`config.mk`:
```
export PLATFORM = sky130hd
export DESIGN_NAME = chu_vga_enemy_motion_core_flat
export DESIGN_NICKNAME = d
export VERILOG_FILES = /design/src/rtl/chu_vga_enemy_motion_core_if.sv /design/src/rtl/chu_vga_enemy_motion_core.sv /design/src/flat_wrapper.sv
export SDC_FILE = /design/constraint.sdc
export NUM_CORES = 1
export LEC_CHECK = 0
export CORE_ASPECT_RATIO = 0.6
export CORE_MARGIN = 3
export CORE_UTILIZATION = 45
export CTS_BUF_LIST = sky130_fd_sc_hd__clkbuf_4 sky130_fd_sc_hd__clkbuf_8
export CTS_CLUSTER_SIZE = 20
export DETAILED_ROUTE_END_ITERATION = 12
export PLACE_DENSITY = 0.77
export SETUP_SLACK_MARGIN = 0.5
export SYNTH_ARGS = -nofsm -noshare
export SYNTH_HDL_FRONTEND = slang
export SYNTH_SLANG_ARGS = --single-unit
```
`constraint.sdc`:
```
create_clock -name clk -period 2.8 [get_ports clk]
set_input_delay 0.56 -clock clk [delete_from_list [all_inputs] [get_ports clk]]
set_output_delay 0.56 -clock clk [all_outputs]
set_load 0.1 [all_outputs]
```
`src/rtl/chu_vga_enemy_motion_core_if.sv`:
```
// Bus slot interface for the enemy motion core: chip select, read/write
// strobes, register address and the two data paths.
interface chu_vga_enemy_motion_core_if;
  logic        cs;
  logic        write;
  logic        read;
  logic [13:0] addr;
  logic [31:0] wr_data;
  logic [31:0] rd_data;

  modport master (output cs, write, read, addr, wr_data, input rd_data);
  modport slave  (input cs, write, read, addr, wr_data, output rd_data);
endinterface

```
`src/rtl/chu_vga_enemy_motion_core.sv`:
```
// Enemy sprite motion core. Once per qualifying frame it moves the sprite
// origin by (dx, dy), bouncing off the visible-area edges and latching
// sticky hit flags. Optional macro ENEMY_WRAP_EN adds a wrap mode
// (ctrl bit1) in which out-of-range positions wrap around instead of bouncing.
module chu_vga_enemy_motion_core #(
  parameter int H_MAX = 640,
  parameter int V_MAX = 480,
  parameter int SPR_W = 32,
  parameter int SPR_H = 32
) (
  input  logic                          clk,
  input  logic                          reset_n,
  input  logic [10:0]                   x,
  input  logic [10:0]                   y,
  chu_vga_enemy_motion_core_if.slave    bus,
  output logic [10:0]                   x0,
  output logic [10:0]                   y0,
  output logic                          frame_tick
);

  localparam logic signed [11:0] X_LIM = 12'(H_MAX - SPR_W);
  localparam logic signed [11:0] Y_LIM = 12'(V_MAX - SPR_H);

  typedef enum logic [2:0] {IDLE, WAIT, CALC_X, CALC_Y, COMMIT} state_t;
  state_t state, state_n;

  logic              en;
  logic              wrap;
  logic signed [3:0] dx, dy;
  logic [7:0]        div;
  logic [7:0]        frame_cnt;
  logic              hit_x, hit_y;
  logic signed [11:0] nx_p0, ny_p0;
  logic              blank_q;
  logic              blank;

  logic              wr, wr_ctrl, wr_x, wr_y, wr_dx, wr_dy, wr_div, wr_status;
  logic              commit;
  logic [10:0]       cx, cy;
  logic signed [3:0] ndx, ndy;
  logic              bx, by;
  logic              unused_bits;

  assign unused_bits = &{1'b0, bus.addr[13:3], bus.wr_data[31:11]};

  // Negating -8 in 4 bits would overflow back to -8, so saturate to +7.
  function automatic logic signed [3:0] neg_sat(input logic signed [3:0] d);
    return (d == 4'sb1000) ? 4'sd7 : -d;
  endfunction

  // Resolve one axis: in range passes through; out of range either wraps
  // (velocity kept) or clamps to the edge and reverses velocity.
  function automatic void axis_step(
    input  logic signed [11:0] n,
    input  logic signed [3:0]  d,
    input  logic signed [11:0] lim,
    input  logic               wrap_on,
    output logic [10:0]        pos,
    output logic signed [3:0]  nd,
    output logic               hit
  );
    pos = n[10:0];
    nd  = d;
    hit = 1'b0;
    if (n < 12'sd0) begin
      hit = 1'b1;
      if (wrap_on) pos = 11'(n + lim + 12'sd1);
      else begin
        pos = 11'd0;
        nd  = neg_sat(d);
      end
    end else if (n > lim) begin
      hit = 1'b1;
      if (wrap_on) pos = 11'(n - lim - 12'sd1);
      else begin
        pos = lim[10:0];
        nd  = neg_sat(d);
      end
    end
  endfunction

  assign wr        = bus.cs & bus.write;
  assign wr_ctrl   = wr && (bus.addr[2:0] == 3'd0);
  assign wr_x      = wr && (bus.addr[2:0] == 3'd1);
  assign wr_y      = wr && (bus.addr[2:0] == 3'd2);
  assign wr_dx     = wr && (bus.addr[2:0] == 3'd3);
  assign wr_dy     = wr && (bus.addr[2:0] == 3'd4);
  assign wr_div    = wr && (bus.addr[2:0] == 3'd5);
  assign wr_status = wr && (bus.addr[2:0] == 3'd6);
  assign commit    = (state == COMMIT) && en;
  assign blank     = (x == 11'd0) && (y == 11'(V_MAX));

`ifdef ENEMY_WRAP_EN
  // Wrap-mode bit is only stored when the wrap feature is built in.
  always_ff @(posedge clk or negedge reset_n) begin
    if (!reset_n)     wrap <= 1'b0;
    else if (wr_ctrl) wrap <= bus.wr_data[1];
  end
`else
  assign wrap = 1'b0;
`endif

  // Start-of-blank detector: one pulse per entry into (x=0, y=V_MAX),
  // even if the pixel counters dwell there for several clocks.
  always_ff @(posedge clk or negedge reset_n) begin
    if (!reset_n) begin
      blank_q    <= 1'b0;
      frame_tick <= 1'b0;
    end else begin
      blank_q    <= blank;
      frame_tick <= blank & ~blank_q;
    end
  end

  // FSM state register.
  always_ff @(posedge clk or negedge reset_n) begin
    if (!reset_n) state <= IDLE;
    else          state <= state_n;
  end

  // Next-state logic; clearing enable aborts from any state.
  always_comb begin
    state_n = state;
    if (!en) state_n = IDLE;
    else begin
      case (state)
        IDLE:    state_n = WAIT;
        WAIT:    if (frame_tick && (frame_cnt == div)) state_n = CALC_X;
        CALC_X:  state_n = CALC_Y;
        CALC_Y:  state_n = COMMIT;
        COMMIT:  state_n = WAIT;
        default: state_n = IDLE;
      endcase
    end
  end

  // Edge resolution for the value about to be committed.
  always_comb begin
    axis_step(nx_p0, dx, X_LIM, wrap, cx, ndx, bx);
    axis_step(ny_p0, dy, Y_LIM, wrap, cy, ndy, by);
  end

  // Register file, frame divider and motion datapath.
  always_ff @(posedge clk or negedge reset_n) begin
    if (!reset_n) begin
      en        <= 1'b0;
      x0        <= '0;
      y0        <= '0;
      dx        <= '0;
      dy        <= '0;
      div       <= '0;
      frame_cnt <= '0;
      hit_x     <= 1'b0;
      hit_y     <= 1'b0;
      nx_p0     <= '0;
      ny_p0     <= '0;
    end else begin
      if (wr_ctrl) en  <= bus.wr_data[0];
      if (wr_div)  div <= bus.wr_data[7:0];

      // Preload the divider on enable so the first frame after enabling moves.
      if (state == IDLE && en)
        frame_cnt <= div;
      else if (state == WAIT && en && frame_tick)
        frame_cnt <= (frame_cnt == div) ? 8'd0 : frame_cnt + 8'd1;

      // stage p0: candidate positions
      if (state == CALC_X) nx_p0 <= $signed({1'b0, x0}) + {{8{dx[3]}}, dx};
      if (state == CALC_Y) ny_p0 <= $signed({1'b0, y0}) + {{8{dy[3]}}, dy};

      // commit stage: bus writes take priority over computed results
      if (wr_x)        x0 <= bus.wr_data[10:0];
      else if (commit) x0 <= cx;
      if (wr_y)        y0 <= bus.wr_data[10:0];
      else if (commit) y0 <= cy;
      if (wr_dx)       dx <= bus.wr_data[3:0];
      else if (commit) dx <= ndx;
      if (wr_dy)       dy <= bus.wr_data[3:0];
      else if (commit) dy <= ndy;

      if (commit && bx)   hit_x <= 1'b1;
      else if (wr_status) hit_x <= 1'b0;
      if (commit && by)   hit_y <= 1'b1;
      else if (wr_status) hit_y <= 1'b0;
    end
  end

  // Combinational register readback for the selected slot.
  always_comb begin
    bus.rd_data = 32'd0;
    if (bus.cs && bus.read) begin
      case (bus.addr[2:0])
        3'd0:    bus.rd_data = {30'd0, wrap, en};
        3'd1:    bus.rd_data = {21'd0, x0};
        3'd2:    bus.rd_data = {21'd0, y0};
        3'd3:    bus.rd_data = {{28{dx[3]}}, dx};
        3'd4:    bus.rd_data = {{28{dy[3]}}, dy};
        3'd5:    bus.rd_data = {24'd0, div};
        3'd6:    bus.rd_data = {30'd0, hit_y, hit_x};
        default: bus.rd_data = 32'd0;
      endcase
    end
  end

endmodule

```
`src/flat_wrapper.sv`:
```
// flat-port wrapper written by rule: the top's interface ports become plain ports
module chu_vga_enemy_motion_core_flat 
#(
  parameter int H_MAX = 640,
  parameter int V_MAX = 480,
  parameter int SPR_W = 32,
  parameter int SPR_H = 32
)
  (clk, reset_n, x, y, x0, y0, frame_tick, bus_cs, bus_write, bus_read, bus_addr, bus_wr_data, bus_rd_data);
  chu_vga_enemy_motion_core_if bus_i ();
  input  logic clk;
  input  logic reset_n;
  input  logic [10:0] x;
  input  logic [10:0] y;
  output logic [10:0] x0;
  output logic [10:0] y0;
  output logic frame_tick;
  input wire logic [$bits(bus_i.cs)-1:0] bus_cs;
  input wire logic [$bits(bus_i.write)-1:0] bus_write;
  input wire logic [$bits(bus_i.read)-1:0] bus_read;
  input wire logic [$bits(bus_i.addr)-1:0] bus_addr;
  input wire logic [$bits(bus_i.wr_data)-1:0] bus_wr_data;
  output wire logic [$bits(bus_i.rd_data)-1:0] bus_rd_data;
  assign bus_i.cs = bus_cs;
  assign bus_i.write = bus_write;
  assign bus_i.read = bus_read;
  assign bus_i.addr = bus_addr;
  assign bus_i.wr_data = bus_wr_data;
  assign bus_rd_data = bus_i.rd_data;
  chu_vga_enemy_motion_core #(.H_MAX(H_MAX), .V_MAX(V_MAX), .SPR_W(SPR_W), .SPR_H(SPR_H)) u_core (.clk(clk), .reset_n(reset_n), .x(x), .y(y), .bus(bus_i), .x0(x0), .y0(y0), .frame_tick(frame_tick));
endmodule
```
==> out/results.txt <==
status: completed
max_cap viols: 0
grt ovf: 0
setup violators final: 0
WP data arrival: 1810 ps
DR vias/cell: 6.22
Area Growth Syn to Fin: 45.5%
n_diodes: 0
DRT Wirelength: 17,400 um
Core Util, Final: 69.3%
initial antenna violation count: 0
num ports: 128
largest net degree at the start of global routing: 49
post-synthesis sequential area ratio: 37.7%
Leak Pwr: 3.14 nW
Root Driver: clkbuf_8
TritonCTS buffer count: 9
H-tree levels: 3
relative slew slack: 36.3%
CP required: 2240 ps
syn avg cell area: 8.95 um^2
vias in the first global route: 5,039
ratio of total power to cell area: 706 nW/um^2
DRT iter0 DRCs: 642
final slew viol count: 0
CP endpoint kind: output pin
FMAX: 423 MHz
Synth Cell Area: 5180 um^2
number of synthesized register bits: 78
final worst setup slack: 435 ps
critical path startpoint category: input port
via count: 5,193
Post-Syn Nets: 679
dpl ws: -131 ps
min Tclk post-route: 2370 ps
Netlist cell types: 64
Async SR Flop Fraction: 100%
global-route wire length before repair: 26,900 um
CTS Buffer Depth: 2
Antenna Nets Post-Route: 0
Die Y: 89.1 um
Detailed Routing Iterations Pass 1: 6
post-route clock period utilization: 84.5%
DIE AREA: 12,900 um^2
Power Total: 0.00532 W
GRT Overall Usage: 27.3%
# port buffers: 95
Worst-Skew Late Latency: 370 ps
critical-path maximum fanout: 7
CORE AREA: 10,900 um^2
hold-fix buffers at CTS: 0
Residual DRC: 0
CTS tree: done
Setup Crit Path Kind: in -> out
RSZ-0062 raised after global routing: yes
Most used DFF post-synth: dfrtp_1
Worst-Margin Slew: 953 ps
Clock Pin Slew Worst Setup and Hold Paths: 80 ps
Final Skew: 7.78 ps
num rows: 29
peak supply drop: 640 uV
die width: 145 um
final net count: 791
WL/cell: 20.8 um
final hold violations: 0
GP Congestion: 0.962
synth warn: 0
fraction of layout cells with a size suffix above 1: 32.2%
CTS Sinks: 78
HPWL Detailed: 12,500 um
setup TNS: 0 ps
Post-Synthesis Cells: 579
FILL cells: 768
number of flops mapped to enable cells by yosys: 0
Worst Hold Class: in -> async
Initial Utilization: 47.6%
## state kept, by name, summed over array words and instances, names as in the netlist
register           count
u_core.blank_q         1
u_core.frame_tick      1
u_core.nx_p0          12
u_core.y0             11
u_core.hit_y           1
u_core.en              1
u_core.x0             11
u_core.frame_cnt       8
u_core.div             8
u_core.dy              4
u_core.ny_p0          12
u_core.state           3
u_core.dx              4
u_core.hit_x           1
## worst paths after layout
check	startpoint	endpoint	slack (ps)	cells after the start
hold reg to reg	u_core.blank_q	u_core.frame_tick	400	1
setup reg to reg	u_core.dy[3]	u_core.ny_p0[11]	530	8
min in group clk	u_core.blank_q	u_core.frame_tick	400	1
setup / recovery	bus_addr[2]	bus_rd_data[17]	430	10
hold / removal	reset_n	u_core.y0[2]	200	1
max in group asynchronous	reset_n	u_core.dy[3]	2000	2
## report_power, final
part           switching [W]  total [W]  internal, W
Combinational        0.00166    0.00272      0.00106
Sequential          0.000332    0.00166      0.00133
Clock               0.000443   0.000948     0.000504
Total                0.00243    0.00532      0.00289
## cell usage in the layout, fill, tap and decap left out, types with 17 or more instances in the layout
cell and n:
buf_16 18, dfrtp_2 17, dfrtp_1 59, a21oi_1 30, clkdlybuf4s50_1 34, nor3_1 18
ha_1 21, nand2_1 53, buf_4 60, buf_12 21, o21ai_0 42, nor2_1 44
## cells by family after synthesis
family                   after synthesis  synth area share (%)
AO/OA/AOI/OAI                        176                  22.4
XOR/XNOR                              25                  4.22
adder cells (fa/ha/maj)               27                  6.81
buffers and inverters                 54                  5.77
flip-flops                            78                  37.7
multiplexers                          16                  3.43
AND/OR/NAND/NOR                      203                  19.8
## cell usage after synthesis, drive strengths merged (7+ instances only)
library cell,instances,area (um^2)
a22oi,12,90.1
nor4,10,77.6
o21ai,53,265
buf,30,208
and3,12,75.1
mux2,14,158
inv,11,41.3
nor3,20,116
a31oi,7,43.8
nor2,52,195
nand3,11,55.1
a211oi,7,57.6
clkbuf,13,50.0
ha,25,313
nand2,53,199
dfrtp,78,1950
nand4,9,56.3
a221oi,7,61.3
nor2b,11,71.3
a221o,9,90.1
xor2,13,114
o21a,8,60.1
a21oi,43,215
xnor2,12,105
## metrics by stage
stage | instances | hold WS [ps] | area [um^2]
finish | 835 | 203 | 7540
global route | 835 | 228 | 7540
CTS | 829 | 211 | 7320
detailed placement | 794 | 386 | 6650
global placement | 794 | 385 | 6650
floorplan | 579 | 264 | 5480
## timing repair
| action | 4_1_cts | 5_1_grt |
|---|---|---|
| buffers inserted | 16 | 6 |
| gates cloned | 3 | 0 |
| resized for setup | 71 | 46 |
| endpoints found under the setup margin | 46 | 43 |
| pin swaps | 13 | 25 |
## worst max-delay path: stages
cell,delay [ps]
buf_6,90
buf_8,130
buf_6,120
nand3_4,60
nand3_4,110
nor2_4,150
buf_6,110
buf_12,120
buf_16,150
buf_16,180
## metal layers
| metal | vias up | global-route usage, % | share of wire, % |
|---|---|---|---|
| met5 | - | 0 | 0 |
| met4 | 0 | 7.54 | 1.9 |
| met3 | 38 | 7.27 | 9.6 |
| met2 | 260 | 40.4 | 44 |
| met1 | 2545 | 39.7 | 44 |
| li1 | 2350 | - | - |
## area by class of cell
| class | count | area (um^2) | share of cell area [%] |
|---|---|---|---|
| Clock inverter | 7 | 96.3 | 1.28 |
| Inverter | 11 | 41.3 | 0.547 |
| Clock buffer | 9 | 124 | 1.64 |
| Multi-Input combinational cell | 447 | 3290 | 43.7 |
| Sequential cell | 78 | 1980 | 26.3 |
| Timing Repair Buffer | 144 | 1830 | 24.3 |
| Tap cell | 139 | 174 | 2.31 |
Power figures use the tool's default switching activity.
